`config.mk`:
```
export PLATFORM = sky130hd
export DESIGN_NAME = num_ctrl_osc
export DESIGN_NICKNAME = d
export VERILOG_FILES = /design/src/rtl/num_ctrl_osc_pkg.sv /design/src/rtl/num_ctrl_osc_pulse_sync.sv /design/src/rtl/num_ctrl_osc.sv
export SDC_FILE = /design/constraint.sdc
export NUM_CORES = 1
export LEC_CHECK = 0
export ABC_AREA = 1
export CELL_PAD_IN_SITES_DETAIL_PLACEMENT = 1
export CELL_PAD_IN_SITES_GLOBAL_PLACEMENT = 1
export CORE_UTILIZATION = 33
export DETAILED_ROUTE_END_ITERATION = 6
export PLACE_DENSITY = 0.71
export SKIP_LAST_GASP = 1
export SLEW_MARGIN = 20
export SYNTH_ARGS = -nofsm -noshare
export SYNTH_HDL_FRONTEND = slang
export SYNTH_SLANG_ARGS = --single-unit
```
`constraint.sdc`:
```
create_clock -name clk_high -period 3.8 [get_ports clk_high]
set_input_delay 0.38 -clock clk_high [delete_from_list [all_inputs] [get_ports clk_high]]
set_output_delay 0.38 -clock clk_high [all_outputs]
set_load 0.02 [all_outputs]
```
`src/rtl/num_ctrl_osc_pkg.sv`:
```
// Shared encodings and default parameters for the digitally controlled oscillator.
package num_ctrl_osc_pkg;

    localparam int DEF_DIV         = 16;
    localparam int DEF_CW          = 5;
    localparam int DEF_SYNC_STAGES = 2;
    localparam int DEF_STAT_W      = 8;

    typedef enum logic [1:0] {
        P_IDLE = 2'd0,
        P_ADV  = 2'd1,
        P_RET  = 2'd2
    } pend_t;

    // Encodings line up with pend_t so a pending request commits by a plain cast.
    typedef enum logic [1:0] {
        C_NONE = 2'd0,
        C_ADV  = 2'd1,
        C_RET  = 2'd2
    } commit_t;

endpackage

```
`src/rtl/num_ctrl_osc_pulse_sync.sv`:
```
// Multi-flop synchronizer followed by a registered rising-edge detector.
module pulse_sync #(
    parameter int SYNC_STAGES = 2
) (
    input  logic clk_high,
    input  logic rst,
    input  logic async_in,
    output logic edge_out
);

    logic [SYNC_STAGES-1:0] sync_q;
    logic                   prev_q;

    always_ff @(posedge clk_high or posedge rst) begin
        if (rst) begin
            sync_q   <= '0;
            prev_q   <= 1'b0;
            edge_out <= 1'b0;
        end else begin
            sync_q   <= {sync_q[SYNC_STAGES-2:0], async_in};
            prev_q   <= sync_q[SYNC_STAGES-1];
            edge_out <= sync_q[SYNC_STAGES-1] & ~prev_q;
        end
    end

endmodule

```
`src/rtl/num_ctrl_osc.sv`:
```
// DCO: divides clk_high by DIV, stretching or shrinking one low phase per
// period on synchronized ahead/behind requests from the loop filter.
module num_ctrl_osc
    import num_ctrl_osc_pkg::*;
#(
    parameter int DIV         = DEF_DIV,
    parameter int CW          = DEF_CW,
    parameter int SYNC_STAGES = DEF_SYNC_STAGES,
    parameter int STAT_W      = DEF_STAT_W
) (
    input  logic              clk_high,
    input  logic              rst,
    input  logic              ahead_in,
    input  logic              behind_in,
    output logic              clk_out,
    output logic              sample_pulse,
    output logic [STAT_W-1:0] adv_cnt,
    output logic [STAT_W-1:0] ret_cnt
);

    localparam logic [CW-1:0] HALF     = CW'(DIV / 2);
    localparam logic [CW-1:0] TERM_NOM = CW'(DIV - 1);
    localparam logic [CW-1:0] TERM_ADV = CW'(DIV - 2);
    localparam logic [CW-1:0] TERM_RET = CW'(DIV);

    logic          ahead_edge;
    logic          behind_edge;
    logic [CW-1:0] cnt;
    logic [CW-1:0] term;
    pend_t         pend;
    commit_t       commit;

    pulse_sync #(.SYNC_STAGES(SYNC_STAGES)) u_sync_ahead (
        .clk_high (clk_high),
        .rst      (rst),
        .async_in (ahead_in),
        .edge_out (ahead_edge)
    );

    pulse_sync #(.SYNC_STAGES(SYNC_STAGES)) u_sync_behind (
        .clk_high (clk_high),
        .rst      (rst),
        .async_in (behind_in),
        .edge_out (behind_edge)
    );

    // Opposite request cancels; simultaneous edges are treated as noise.
    function automatic pend_t next_pend(pend_t cur, logic a, logic b);
        pend_t nxt;
        nxt = cur;
        if (a && !b) begin
            case (cur)
                P_IDLE:  nxt = P_ADV;
                P_RET:   nxt = P_IDLE;
                default: nxt = cur;
            endcase
        end else if (b && !a) begin
            case (cur)
                P_IDLE:  nxt = P_RET;
                P_ADV:   nxt = P_IDLE;
                default: nxt = cur;
            endcase
        end
        return nxt;
    endfunction

    function automatic logic [STAT_W-1:0] sat_inc(logic [STAT_W-1:0] v);
        return (&v) ? v : v + 1'b1;
    endfunction

    always_comb begin
        term = TERM_NOM;
        case (commit)
            C_ADV:   term = TERM_ADV;
            C_RET:   term = TERM_RET;
            default: term = TERM_NOM;
        endcase
    end

    always_ff @(posedge clk_high or posedge rst) begin
        if (rst) begin
            cnt          <= '0;
            pend         <= P_IDLE;
            commit       <= C_NONE;
            clk_out      <= 1'b0;
            sample_pulse <= 1'b0;
            adv_cnt      <= '0;
            ret_cnt      <= '0;
        end else begin
            clk_out      <= (cnt < HALF);
            sample_pulse <= (cnt == HALF);
            cnt          <= (cnt == term) ? '0 : cnt + 1'b1;
            if (cnt == term)
                commit <= C_NONE;
            // Commit point: an edge landing here starts the next period's request.
            if (cnt == HALF) begin
                commit <= commit_t'(pend);
                pend   <= next_pend(P_IDLE, ahead_edge, behind_edge);
                if (pend == P_ADV)
                    adv_cnt <= sat_inc(adv_cnt);
                if (pend == P_RET)
                    ret_cnt <= sat_inc(ret_cnt);
            end else begin
                pend <= next_pend(pend, ahead_edge, behind_edge);
            end
        end
    end

endmodule

```
==> out/results.tsv <==
stage	metric	value	unit
synth	Cell variety after synth	19	
setup_path	Worst R2R Start	cnt[0]	
routing	DRT iter0 DRCs	29	
synth	Cells after Synth	226	
min_path	HP Class	reg2reg	
routing	Avg WL per Cell	11.6	um
setup_path	crit path cell chain	clkdlybuf4s50_1	
clock_network	CTS root buffer	clkbuf_8	
timing	Setup TNS	0	ns
synth	Synth warnings	0	
routing	drc violations	0	
synth	Yosys reg bits	35	
clock_network	Worst-path clk slew	0.07	ns
setup_path	Crit Path Category	reg2out	
timing	Final period util	46.7	%
layout	Syn-to-layout area delta	23.3	%
timing	Rel. slew slack	45.8	%
timing	Fin. Hold Viols	0	
floorplanning	Die Span Y	75.7	um
setup_path	critical-path maximum fanout	7	
floorplanning	Die X-Extent	75.7	um
routing	via count	1440	
layout	post-layout net count	264	
clock_network	worst skew pair latency	0.29	ns
setup_path	Slowest-stage cell, CP	clkdlybuf4s50_1	
routing	DRT antenna net count	0	
timing	RSZ-0062 raised after global routing	no	
status	status	finished, final reports clean	
setup_path	Worst path top cell family by delay	buffers and inverters	
timing	Setup Skew	0.00125	ns
synth	Cell Area, Synth	1790	um^2
global_routing	initial antenna violation count	0	
setup_path	critical path's largest stage delay	0.64	ns
clock_network	CTS sink count	35	
clock_network	post-CTS setup buffers	0	
global_routing	first-pass GRT wire length	6270	um
routing	Vias/cell	4.42	
floorplanning	core area	5170	um^2
global_routing	vias in the first global route	1369	
placed_design	I/O Buffers	21	
setup_path	CP Buf/Inv Count	1	
run	max-capacitance violation count	0	
layout	Final Non-Filler Cells	326	
min_path	HP Start	u_sync_ahead.sync_q[0]	
global_routing	GRT overflow	0	
layout	antenna fix cells	0	
setup_path	Crit path arrival time	1.39	ns
floorplanning	num rows	26	
clock_network	CTS tree	yes	
setup_path	element type at the critical path start	register	
routing	routed wire length	3780	um
layout	most frequent cells in the layout	85 x nand2_1, 35 x dfrtp_1, 31 x inv_1	
power	Power Density	575	nW/um^2
setup_path	Setup crit end kind	output pin	
global_routing	GRT Util Overall	14.9	%
clock_network	CTS Buffer Depth	2	
clock_network	hold_buf cts	0	
floorplanning	Die ar.	5720	um^2
timing	# setup viols final	0	
placed_design	gpl congestion	0.733	
synth	post-synthesis sequential area ratio	48.9	%
timing	Slew @ Worst Pin	0.812	ns
power	Power, Total	1.27	mW
global_routing	largest net degree at the start of global routing	23	
power	Max VDD drop	0.369	mV
clock_network	# H-tree levels	2	
setup_path	CP required	3.42	ns
timing	fin crit period	1.77	ns
synth	Syn Nets	235	
clock_network	post-cts resize count	0	
layout	commonest non-fill, non-tap cell in the layout	nand2_1	
setup_path	CP startpoint	adv_cnt[2]	
timing	fmax	0.564	GHz
placed_design	HPWL Detailed	2810	um
floorplanning	# IOs	22	
routing	TritonRoute pass-1 iters	4	
power	Leakage	1.15	nW
placed_design	DP Cell Count	318	
timing	WHS	0.354	ns
timing	Max Transition Viols Final	0	
clock_network	Num CTS Buffers	5	
floorplanning	Initial Utilization	34.6	%
layout	layout cells sized above 1	7.81	%
synth	syn avg cell area	7.92	um^2
-- cells by family after synthesis --
| group | synth area share (%) |
|---|---|
| flops | 48.9 |
| compound gates | 1.82 |
| buf+inv | 6.71 |
| xor+xnor | 4.89 |
| fa+ha+maj | 3.49 |
| simple gates | 34.2 |
-- layer usage --
metal	up-vias	part of all wire (%)	global-route usage, %	routed length (um)
li1	744	-	-	-
met1	666	49	19.2	1850
met2	25	45	24.7	1720
met3	5	4.2	4.23	157
met4	0	1.4	4.32	52
met5	-	0	0	0
-- layout make-up --
class / instances / area [um^2]
inverter: 32 / 120
clock buffer: 5 / 68.8
clock inverter: 3 / 43.8
multi-input combinational: 159 / 795
tap: 70 / 87.6
timing repair buffer: 22 / 218
sequential: 35 / 876
fill: 633 / 2960
-- flip-flops by register name, summed over array words and instances (netlist names) --
register	flops
u_sync_behind.prev_q	1
u_sync_ahead.prev_q	1
clk_out	1
commit	2
u_sync_behind.sync_q	2
pend	2
u_sync_behind.edge_out	1
cnt	5
adv_cnt	8
sample_pulse	1
u_sync_ahead.sync_q	2
ret_cnt	8
u_sync_ahead.edge_out	1
-- worst paths after layout --
kind | to | slack (ns) | depth (start not counted)
max in group asynchronous | u_sync_behind.edge_out | 2.55 | 3
max reg2reg | ret_cnt[5] | 2.24 | 7
min in group asynchronous | u_sync_behind.sync_q[0] | 0.55 | 2
max | adv_cnt[2] | 2.03 | 1
min | u_sync_ahead.sync_q[1] | 0.35 | 0
min reg2reg | u_sync_ahead.sync_q[1] | 0.35 | 0
-- through the flow --
stage                     area, um^2  utilization [%]  worst slack [ns]
after floorplan                 1790                -              2.33
after global placement          2100             40.5              2.19
after detailed placement        2100             40.5              2.16
after CTS                       2210             42.7              2.00
after global routing            2210             42.7              1.95
final                           2210             42.7              2.03
-- where the power goes --
part           internal, mW  leakage, nW  switching [mW]
combinational         0.165        0.643           0.217
sequential            0.455        0.450           0.102
clock                 0.195       0.0581           0.137
total                 0.815         1.15           0.456
-- synth_stat cells --
cell,count,share of area [%]
nand3_1,14,3.9
ha_1,5,3.5
inv_2,1,0.21
xnor2_1,5,2.4
nor2_4,2,1.3
nand3b_1,2,0.84
o31ai_1,1,0.42
nor2_2,2,0.70
inv_1,31,6.5
dfrtp_1,35,49
nor2_1,24,5.0
nand2_4,1,0.63
nand3_2,2,1.1
nand4_1,3,1.0
o21ai_0,5,1.4
nand2_1,85,18
nor2_8,1,1.1
xor2_1,5,2.4
nand2_2,2,0.70
Power figures use the tool's default switching activity.
